File: config.mk
export PLATFORM = sky130hd
export DESIGN_NAME = tbm_token_fifo
export DESIGN_NICKNAME = d
export VERILOG_FILES = /design/src/rtl/tbm_fifo_pkg.sv /design/src/rtl/tbm_fifo_ram.sv /design/src/rtl/tbm_token_fifo.sv
export SDC_FILE = /design/constraint.sdc
export NUM_CORES = 1
export LEC_CHECK = 0
export ABC_AREA = 1
export BUFFER_PORTS_ARGS = -buffer_cell sky130_fd_sc_hd__buf_2
export CORE_AREA = 2 2 231 233
export CTS_CLUSTER_DIAMETER = 50
export CTS_CLUSTER_SIZE = 20
export DETAILED_ROUTE_END_ITERATION = 16
export DIE_AREA = 0 0 233 235
export MAX_ROUTING_LAYER = met4
export PLACE_DENSITY = 0.65
export SYNTH_ARGS = -nofsm -noshare
export SYNTH_HDL_FRONTEND = slang
export SYNTH_SLANG_ARGS = --single-unit
File: constraint.sdc
create_clock -name clk -period 3.3 [get_ports clk]
set_input_delay 0.33 -clock clk [delete_from_list [all_inputs] [get_ports clk]]
set_output_delay 0.33 -clock clk [all_outputs]
set_load 0.02 [all_outputs]
File: src/rtl/tbm_fifo_pkg.sv
// Shared constants, helpers and types for the token FIFO.
package tbm_fifo_pkg;

    localparam int unsigned TOKEN_BIT  = 0;
    localparam int unsigned STAT_WIDTH = 16;

    typedef enum logic [1:0] {
        OP_IDLE = 2'b00,
        OP_POP  = 2'b01,
        OP_PUSH = 2'b10,
        OP_BOTH = 2'b11
    } fifo_op_e;

    function automatic int unsigned ptr_width(input int unsigned depth);
        return $clog2(depth);
    endfunction

endpackage

File: src/rtl/tbm_fifo_ram.sv
// Simple dual-port payload store: synchronous write, asynchronous read, no reset.
module tbm_fifo_ram
    import tbm_fifo_pkg::*;
#(
    parameter int unsigned DATA_WIDTH = 36,
    parameter int unsigned DEPTH      = 16
) (
    input  logic                           clk,
    input  logic                           we,
    input  logic [ptr_width(DEPTH)-1:0]    waddr,
    input  logic [DATA_WIDTH-1:0]          wdata,
    input  logic [ptr_width(DEPTH)-1:0]    raddr,
    output logic [DATA_WIDTH-1:0]          rdata
);

    logic [DATA_WIDTH-1:0] mem [DEPTH];

    always_ff @(posedge clk) begin
        if (we) begin
            mem[waddr] <= wdata;
        end
    end

    assign rdata = mem[raddr];

endmodule

File: src/rtl/tbm_token_fifo.sv
// Show-ahead FIFO with per-entry token bits that can be cleared in one cycle.
// Optional statistics counters enabled by defining TBM_TOKEN_FIFO_STATS_EN.
module tbm_token_fifo
    import tbm_fifo_pkg::*;
#(
    parameter int unsigned DATA_WIDTH  = 36,
    parameter int unsigned DEPTH       = 16,
    parameter int unsigned AFULL_LEVEL = DEPTH - 4
) (
    input  logic                       clk,
    input  logic                       reset,
    input  logic                       sync,
    input  logic                       write,
    input  logic                       read,
    input  logic                       clear,
    input  logic                       clear_token,
    input  logic [DATA_WIDTH:0]        din,
    output logic [DATA_WIDTH:0]        dout,
    output logic                       empty,
    output logic                       full,
    output logic                       almost_full,
    output logic [$clog2(DEPTH):0]     size,
    output logic                       overflow,
    output logic                       underflow,
    output logic [STAT_WIDTH-1:0]      stat_dropped,
    output logic [$clog2(DEPTH):0]     stat_peak
);

    localparam int unsigned PW = ptr_width(DEPTH);
    localparam int unsigned SW = PW + 1;

    logic [PW-1:0]         wr_ptr;
    logic [PW-1:0]         rd_ptr;
    logic [SW-1:0]         size_q;
    logic [SW-1:0]         size_nxt;
    logic [DEPTH-1:0]      tokens;
    logic [DEPTH-1:0]      tokens_nxt;
    logic                  ovf_q;
    logic                  unf_q;
    logic                  do_clear;
    logic                  rd_acc;
    logic                  wr_acc;
    logic                  wr_rej;
    logic                  rd_rej;
    logic [DATA_WIDTH-1:0] ram_rdata;
    fifo_op_e              op;

    assign empty       = (size_q == '0);
    assign full        = (size_q == SW'(DEPTH));
    assign almost_full = (size_q >= SW'(AFULL_LEVEL));
    assign size        = size_q;
    assign overflow    = ovf_q;
    assign underflow   = unf_q;

    // clear wins over everything, so it masks every other acceptance term
    assign do_clear = sync & clear;
    assign rd_acc   = sync & ~clear & read & ~empty;
    assign rd_rej   = sync & ~clear & read & empty;
    assign wr_acc   = sync & ~clear & write & (~full | rd_acc);
    assign wr_rej   = sync & ~clear & write & full & ~rd_acc;

    always_comb begin
        op = fifo_op_e'({wr_acc, rd_acc});
    end

    always_comb begin
        size_nxt = size_q;
        unique case (op)
            OP_PUSH: size_nxt = size_q + SW'(1);
            OP_POP:  size_nxt = size_q - SW'(1);
            default: size_nxt = size_q;
        endcase
    end

    always_comb begin
        tokens_nxt = tokens;
        if (sync && clear_token) begin
            tokens_nxt = '0;
        end
        if (wr_acc) begin
            tokens_nxt[wr_ptr] = din[TOKEN_BIT];
        end
    end

    always_ff @(posedge clk or posedge reset) begin
        if (reset) begin
            wr_ptr <= '0;
            rd_ptr <= '0;
            size_q <= '0;
            tokens <= '0;
            ovf_q  <= 1'b0;
            unf_q  <= 1'b0;
        end else if (do_clear) begin
            wr_ptr <= '0;
            rd_ptr <= '0;
            size_q <= '0;
            tokens <= '0;
            ovf_q  <= 1'b0;
            unf_q  <= 1'b0;
        end else begin
            if (wr_acc) wr_ptr <= wr_ptr + PW'(1);
            if (rd_acc) rd_ptr <= rd_ptr + PW'(1);
            size_q <= size_nxt;
            tokens <= tokens_nxt;
            if (wr_rej) ovf_q <= 1'b1;
            if (rd_rej) unf_q <= 1'b1;
        end
    end

    tbm_fifo_ram #(
        .DATA_WIDTH (DATA_WIDTH),
        .DEPTH      (DEPTH)
    ) u_ram (
        .clk   (clk),
        .we    (wr_acc),
        .waddr (wr_ptr),
        .wdata (din[DATA_WIDTH:1]),
        .raddr (rd_ptr),
        .rdata (ram_rdata)
    );

    assign dout = empty ? '0 : {ram_rdata, tokens[rd_ptr]};

`ifdef TBM_TOKEN_FIFO_STATS_EN
    logic [STAT_WIDTH-1:0] dropped_q;
    logic [SW-1:0]         peak_q;

    always_ff @(posedge clk or posedge reset) begin
        if (reset) begin
            dropped_q <= '0;
            peak_q    <= '0;
        end else if (do_clear) begin
            dropped_q <= '0;
            peak_q    <= '0;
        end else begin
            if (wr_rej && (dropped_q != '1)) dropped_q <= dropped_q + STAT_WIDTH'(1);
            if (size_nxt > peak_q) peak_q <= size_nxt;
        end
    end

    assign stat_dropped = dropped_q;
    assign stat_peak    = peak_q;
`else
    assign stat_dropped = '0;
    assign stat_peak    = '0;
`endif

endmodule

# == Word-level counts from Yosys, hierarchy flattened ==
# Memory sizes are Yosys's and may differ from the RTL's.
# Index checks and enable logic that the tools add are counted.
# op_classes
n_addsub,4
mul,0
div_mod_pow,0
n_lt_le_gt_ge,4
eq_ne,3
shifts,0
n_mux,21
bitwise,14
reduce_logical,8
# ops
op,count
$mux 16,3
$mux 37,1
$bwmux 16,1
$mux 4,4
$lt 4x5->1 const B,2
$pmux 5 s2,1
$and 1x1->1,9
$add 4x1->4 const B,2
$mux 1,8
$reduce_bool 2->1,4
$add 5x1->5 const B,1
$eq 5x5->1 const B,1
$ge 5x4->1 const B,1
$logic_not 5->1,1
$mux 5,1
$sub 5x1->5 const B,1
$bmux 1 s4,1
$demux 1 s4,1
$ge 4x1->1 const B,1
$not 1->1,4
$reduce_bool 3->1,1
$eq 2x1->1 const B,1
$eq 2x2->1 const B,1
$logic_and 1x1->1,2
$or 1x1->1,1
# totals
reg_bits,31
latch_bits,0
ram_bits,576
romBits,0
in_bits,44
word_cells,61
n_memories,1
# memory_table
memory,depth,width,rd,rd_ports_with_merged_regs,wr,line_no,source
u_ram.mem,16,36,1,0,1,tbm_fifo_ram.sv:16,logic [DATA_WIDTH-1:0] mem [DEPTH];

# == Longest topological paths before layout ==
# Gate-level depths: netlist (run 1).
# logic_depth
ltp_word,9
ltp_mapped,14
ltp_nobuf,14

# == Cells and area by module ==
# Synthesis (run 1) repeated with hierarchy kept, for this count alone.
# hier_totals
cells_unflattened,2698
hier_area_um2,27022.2
# by_module_without_submodules
module,n_inst,cells_each,area_each_um2
tbm_fifo_ram,1,2343,24673.7
tbm_token_fifo,1,355,2348.5

# == Worst setup path after synthesis (run 1) ==
# OpenSTA, ideal clock, no wires.
# synth_path
path_kind,reg-to-reg
startpoint,"reg size_q[1], in the netlist size[1]"
endpoint,mem u_ram.mem[0][0] (enable)
setup_time_ns,0.429
arrival_time_ns,2.668
required_ns,2.871
slack_ns,0.203
path_stages_with_launch,8
path_buffers,1
synth_period_minus_slack_ns,3.097
cell_sequence,dfrtp_1 nor2_2 nand3_1 inv_2 nand2_4 nand2_4 buf_2 nor2_1
# synth_between
word_cells_on_any_way,9
# synth_rtl
element,line_no,source
start: declaration,tbm_token_fifo.sv:34,logic [SW-1:0] size_q;
start signal: assignment,tbm_token_fifo.sv:103,size_q <= size_nxt;
$eq 5x5->1,tbm_token_fifo.sv:49,assign full = (size_q == SW'(DEPTH));
net full,tbm_token_fifo.sv:20,"output logic full,"
$not 1->1,tbm_token_fifo.sv:59,assign wr_acc = sync & ~clear & write & (~full | rd_acc);
$or 1x1->1,tbm_token_fifo.sv:59,
$and 1x1->1,tbm_token_fifo.sv:59,
$mux 1,tbm_fifo_ram.sv:19,if (we) begin
$mux 1 (implied by the code),tbm_fifo_ram.sv:20,mem[waddr] <= wdata;
end: declaration,tbm_fifo_ram.sv:16,
# The timed path passes the listed nets, and every way through them passes these cells.

# == Worst setup path in the final report (run 1) ==
# layout_path
startpoint,reg rd_ptr[1]
endpoint,out dout[19]
# layout_between
elab_chain_len,2
# layout_rtl
element,line_no,source
start: declaration,tbm_token_fifo.sv:33,logic [PW-1:0] rd_ptr;
start signal: assignment,tbm_token_fifo.sv:102,if (rd_acc) rd_ptr <= rd_ptr + PW'(1);
$mem_v2 16x36,n/a,
$mux 37,tbm_token_fifo.sv:122,"assign dout = empty ? '0 : {ram_rdata, tokens[rd_ptr]};"
end: declaration,tbm_token_fifo.sv:18,"output logic [DATA_WIDTH:0] dout,"
# Every way passes these cells.

==> results of run 1 <==
==> synth_stat cells <==
cell        n  share of area [%]
fa_1        1              0.079
nand2_1   864                 13
o31ai_1     1              0.030
a21oi_2     1              0.035
conb_1      1              0.015
a211oi_1    1              0.030
inv_2       2              0.030
nor2_4      1              0.044
o21ai_1     1              0.020
nand3_1   458                9.0
a22o_1      1              0.035
nand3_2     2              0.079
inv_4       2              0.049
o21ai_0    22               0.43
nand2_4     3               0.13
buf_2      46               0.91
clkbuf_1   25               0.37
ha_1        8               0.39
nor2_1     39               0.58
buf_6       4               0.18
nor2_2      2              0.049
edfxtp_1  576                 68
nand3b_1    1              0.030
dfrtp_1    31                3.1
xor2_1      3               0.10
nor3b_1     1              0.030
a21oi_1    40               0.79
buf_1      11               0.16
xnor2_1     1              0.035
inv_1      20               0.30
nor3_1      2              0.039
buf_4      69                2.0
==> per-stage QoR <==
stage               total power [mW]  hold slack [ns]  instances
floorplan                       10.2            0.429       2260
CTS                             17.0           0.0542       3017
detailed placement              10.8            0.482       2927
global placement                10.8            0.469       2927
finish                          16.9           0.0940       3021
global route                    17.5           0.0844       3021
==> registers in the layout, summed over array words and instances, names as in the netlist <==
signal and cells:
tokens 16, underflow 1, size 5, overflow 1, wr_ptr 4, u_ram.mem 576, rd_ptr 4
==> layout make-up <==
type                            instances  share of cell area [%]
Antenna cell                            4                  0.0352
Clock buffer                           54                    4.57
Clock inverter                         34                    1.51
Inverter                               24                   0.365
Multi-Input combinational cell       1474                    22.8
Sequential cell                       607                    63.6
Tap cell                              688                    3.03
Timing Repair Buffer                  136                    4.02
==> where the power goes <==
group	total, mW	internal (mW)	switching, mW
sequential	8.55	8.49	0.0649
clock	6.26	3.24	3.02
combinational	2.10	0.600	1.50
total	16.9	12.3	4.59
==> logic make-up (layout without fill, tap and decap cells) <==
logic type,count (synthesis),count (layout),share of synthesized area (%)
simple gates,1373,1373,22.8
flops,607,607,71.2
buf+inv,179,248,4.03
compound gates,67,67,1.37
fa+ha+maj,9,9,0.473
xor+xnor,4,4,0.138
other cells,1,25,0.0148
==> layer usage <==
| layer | vias to the layer above | wire length (µm) |
|---|---|---|
| met4 | 0 | 1960 |
| met5 | - | 0 |
| met2 | 666 | 30600 |
| met1 | 8351 | 27300 |
| met3 | 131 | 4590 |
| li1 | 7836 | - |
==> cell usage in the layout (no fill, tap or decap), drive strengths merged, types with 2 or more instances in the layout <==
cell / instances
inv: 39
nand3: 460
conb: 21
nor3: 2
clkinvlp: 2
buf: 134
bufinv: 3
nand2: 867
xor2: 3
nor2: 42
a21oi: 41
clkbuf: 54
ha: 8
dlygate4sd3: 2
clkinv: 14
o21ai: 23
diode: 4
dfrtp: 31
edfxtp: 576
==> timing repair <==
action,4_1_cts,5_1_grt
hold buffers,2,0
hold endpoints to repair,20,0
setup endpoints to repair,0,1
resized for setup,0,1
==> final timing paths <==
| path | slack, ns | to | start | depth (start not counted) |
|---|---|---|---|---|
| max in group asynchronous | 2.04 | size[0] | reset | 4 |
| worst min-delay path | 0.09 | u_ram.mem[6][24] | din[25] | 1 |
| worst min register to register | 0.49 | overflow | overflow | 2 |
| worst max-delay path | 0.13 | dout[19] | rd_ptr[1] | 8 |
| min in group asynchronous | 0.51 | rd_ptr[0] | reset | 3 |
| worst max register to register | 0.96 | u_ram.mem[8][19] | size[1] | 8 |
==> flow_summary.json, run 1 <==
{
  "grt_max_degree": 106,
  "grt.overflow.total": 0,
  "fin_util_pct": 54.4,
  "crit_chain": "inv_4 > buf_4 > nand3_1 > nand3_1 > nand2_1 > nand2_1 > a21oi_1 > buf_2",
  "wl_mm": 64.5,
  "worst_slack_ns": 0.130,
  "tns_ns": 0,
  "start_util_pct": 48.6,
  "setup_viol": 0,
  "critPathBufInv": 3,
  "syn_area_per_cell_um2": 11.3,
  "worstSkewPairLatency_ns": 0.61,
  "cap_viol_max_count": 0,
  "startpoint_type": "register",
  "rsz0062_at_grt": "false",
  "drt_iter0_markers": 2032,
  "cp_top_family": "flip-flops",
  "final_area_um2": 28400,
  "portBuffers": 90,
  "cts_tree": "done",
  "ys_warn_count": 0,
  "clock.fmax_mhz": 315,
  "syn_area_um2": 25400,
  "drive_gt1_share_pct": 11.0,
  "synth_cells": 2240,
  "max_stage_delay_ns": 0.74,
  "ys_seq_area_share_pct": 71.2,
  "drcViolationCount": 0,
  "core_um2": 52200,
  "cp.arrival_ns": 2.84,
  "ant_nets": 0,
  "cts-root-buf": "clkbuf_16",
  "path_class": "reg -> out",
  "grt_usage_pct": 24.4,
  "die_h_um": 235,
  "grt_use_met3_pct": 3.41,
  "period_share_pct": 96.1,
  "vias": 17000,
  "use_met2_pct": 37.5,
  "areaGrowthSynthToFinish_pct": 11.9,
  "wl_per_cell_um": 21.3,
  "h-tree-depth": 2,
  "rows": 84,
  "seq_area_um2": 18100,
  "drt_first_pass_iters": 5,
  "status": "finished, final reports clean",
  "grt_pass1_wl_mm": 98.2,
  "use_met1_pct": 33.1,
  "numCtsBuffers": 49,
  "dieWidth_um": 233,
  "critical_path.slowest_cell": "dfrtp_4",
  "nFillCells": 4345,
  "fin_skew_ns": 0.0146,
  "synth_cell_types": 32,
  "cp-end-kind": "primary output",
  "finalNetCount": 2345,
  "placed_cell_area_um2": 26700,
  "dp_hpwl_mm": 30.8,
  "hp-class": "in -> reg",
  "ir_drop_v": 0.000355,
  "pin_count": 112,
  "vias_per_cell": 5.62,
  "multi_input_area_um2": 6490,
  "final_hold_viol_count": 0,
  "p_per_area_nw_per_um2": 595,
  "leakagePower_nw": 10.6,
  "dieArea_um2": 54800,
  "path_clk_slew_ns": 0.08,
  "place_ws_ns": 0.767,
  "gp_congestion": 0.811,
  "min_period_ns": 3.17,
  "worst_pin_slew_ns": 1.02,
  "ys_seq_elements": 607,
  "post_cts_buffers": 0,
  "grt.busiest_layer": "met2",
  "clock_path_buffers": 3,
  "path_max_fanout": 58,
  "cts.sinks": 607,
  "maxSlewHeadroom_pct": 31.8,
  "required_ns": 2.97,
  "antenna_found_initial": 4,
  "drv_slew": 0,
  "grt_pass1_vias": 16400
}
Note: power is estimated with default switching activity, not from simulation.
==> inputs of run 2 (changes only) <==
--- a/config.mk
+++ b/config.mk
@@ -12,6 +12,7 @@
 export CTS_CLUSTER_SIZE = 20
 export DETAILED_ROUTE_END_ITERATION = 16
 export DIE_AREA = 0 0 233 235
+export GPL_TIMING_DRIVEN = 0
 export MAX_ROUTING_LAYER = met4
 export PLACE_DENSITY = 0.65
 export SYNTH_ARGS = -nofsm -noshare
==> run 2 against run 1 <==
Clock power up 6.5%; final cell count up 4.7%; sequential share of layout area down 2.1 points.
==> flow_summary.json, run 2 (same netlist as run 1, synthesis figures left out) <==
{
  "status": "finished, final reports clean",
  "rsz0062_at_grt": "false",
  "crit_chain": "inv_1 > clkbuf_1 > clkbuf_4 > nand2_1 > a21oi_1 > buf_2",
  "worstSkewPairLatency_ns": 0.63,
  "drive_gt1_share_pct": 15.1,
  "finalNonFillerCells": 3163,
  "setup_viol": 0,
  "drt_first_pass_iters": 5,
  "antenna_found_initial": 1,
  "dieWidth_um": 233,
  "p_per_area_nw_per_um2": 603,
  "finalNetCount": 2483,
  "largest_reg_flops": 576,
  "vias_per_cell": 5.71,
  "wl_mm": 76.1,
  "p_total_mw": 17.7,
  "hp-class": "in -> reg",
  "h-tree-depth": 2,
  "grt_usage_pct": 28.7,
  "nFillCells": 4306,
  "min_period_ns": 3.21,
  "cts_tree": "done",
  "areaGrowthSynthToFinish_pct": 15.7,
  "start_util_pct": 48.6,
  "startpoint_type": "register",
  "vias": 18100,
  "dp.cells": 3060,
  "cap_viol_max_count": 0,
  "maxSlewHeadroom_pct": 37.2,
  "cp-end-kind": "primary output",
  "grt_max_degree": 32,
  "period_share_pct": 97.4,
  "die_h_um": 235,
  "cts-root-buf": "clkbuf_16",
  "drcViolationCount": 0,
  "grt_pass1_wl_mm": 110,
  "drv_slew": 0,
  "portBuffers": 90,
  "path_max_fanout": 10,
  "leakagePower_nw": 11.2,
  "drt_iter0_markers": 2410,
  "numCtsBuffers": 53,
  "final_area_um2": 29400,
  "final_common_cell": "nand2_1",
  "placed_cell_area_um2": 27400,
  "rows": 84,
  "ir_drop_v": 0.000552,
  "worst_pin_slew_ns": 0.940,
  "cp.arrival_ns": 2.88,
  "grt_pass1_vias": 16800,
  "place_ws_ns": 0.122,
  "fin_skew_ns": 0.0222,
  "critical_path.slowest_cell": "clkbuf_1",
  "cts.sinks": 607,
  "path_class": "reg -> out",
  "final_hold_viol_count": 0,
  "dp_hpwl_mm": 48.3,
  "max_stage_delay_ns": 0.54,
  "gp_congestion": 0.882,
  "ant_nets": 0,
  "final_cell_mix": "864 x nand2_1, 576 x edfxtp_1, 458 x nand3_1, 139 x buf_2, 69 x buf_4",
  "required_ns": 2.97,
  "core_um2": 52200,
  "clock.fmax_mhz": 311,
  "pin_count": 112,
  "grt.overflow.total": 0,
  "clock_path_buffers": 3,
  "path_clk_slew_ns": 0.08,
  "worst_slack_ns": 0.0860,
  "dieArea_um2": 54800,
  "regMostFlops": "u_ram.mem",
  "wl_per_cell_um": 24.1
}
-- run 2: cell types whose count changed in the layout (fill, tap and decap cells not counted), sizes merged --
cell      delta
buf        +107
bufinv       -1
clkbuf      +30
clkinv       -2
clkinvlp     +3
diode        -3
inv          +8
-- run 2: routing by layer --
metal,vias to the layer above,wire (µm),GRT usage [%]
met5,-,0,-
met4,0,3120,11.7
met3,184,7120,3.86
met2,955,35400,43.5
met1,8821,30500,39.3
li1,8111,-,-
-- run 2: area by class of cell --
cell class                 instances  area (µm²)  area share [%]
buffer                           155         952            3.24
multi-input combinational       1474        6490            22.1
antenna                            1        2.50         0.00852
tap                              688         861            2.93
timing repair buffer             115        1020            3.48
inverter                          24        95.1           0.324
clock inverter                    42         484            1.65
sequential                       607       18100            61.5
clock buffer                      57        1390            4.75
-- run 2: power by group --
group	switching, mW	leakage (nW)	internal, mW
clock network	3.25	0.906	3.42
logic	1.82	4.73	0.705
registers	0.0339	5.60	8.49
total	5.10	11.2	12.6
-- run 2: critical path, delay by kind of cell, from the launching register on --
family                 cells  cell delay (ns)
AO/OA/AOI/OAI              1             0.31
buffers and inverters      4             1.37
AND/OR/NAND/NOR            1             0.16
flip-flops                 1             0.40
-- run 2: metrics by stage --
step / utilization (%) / hold WS, ns / TNS (ns)
3_5_place_dp: 52.5 / 0.497 / 0
6_report: 56.2 / 0.0726 / 0
4_1_cts: 56.1 / 0.0490 / 0
3_3_place_gp: 51.3 / 0.474 / -1165.23
5_1_grt: 56.2 / 0.0641 / 0
2_1_floorplan: - / 0.429 / 0
-- run 2: final timing paths --
| kind | startpoint | endpoint | slack (ns) | depth (start not counted) |
|---|---|---|---|---|
| hold reg to reg | overflow | overflow | 0.51 | 2 |
| hold / removal | din[13] | u_ram.mem[2][12] | 0.07 | 1 |
| min in group asynchronous | reset | rd_ptr[2] | 0.28 | 3 |
| setup reg to reg | size[4] | u_ram.mem[3][26] | 0.66 | 8 |
| setup / recovery | rd_ptr[3] | dout[17] | 0.09 | 6 |
| max in group asynchronous | reset | wr_ptr[0] | 2.55 | 4 |
-- run 2: timing repair --
item,in CTS,in global routing
endpoints found under the setup margin,30,10
buffers inserted,0,0
hold endpoints to repair,1,16
hold buffers,1,1
resized for setup,11,12
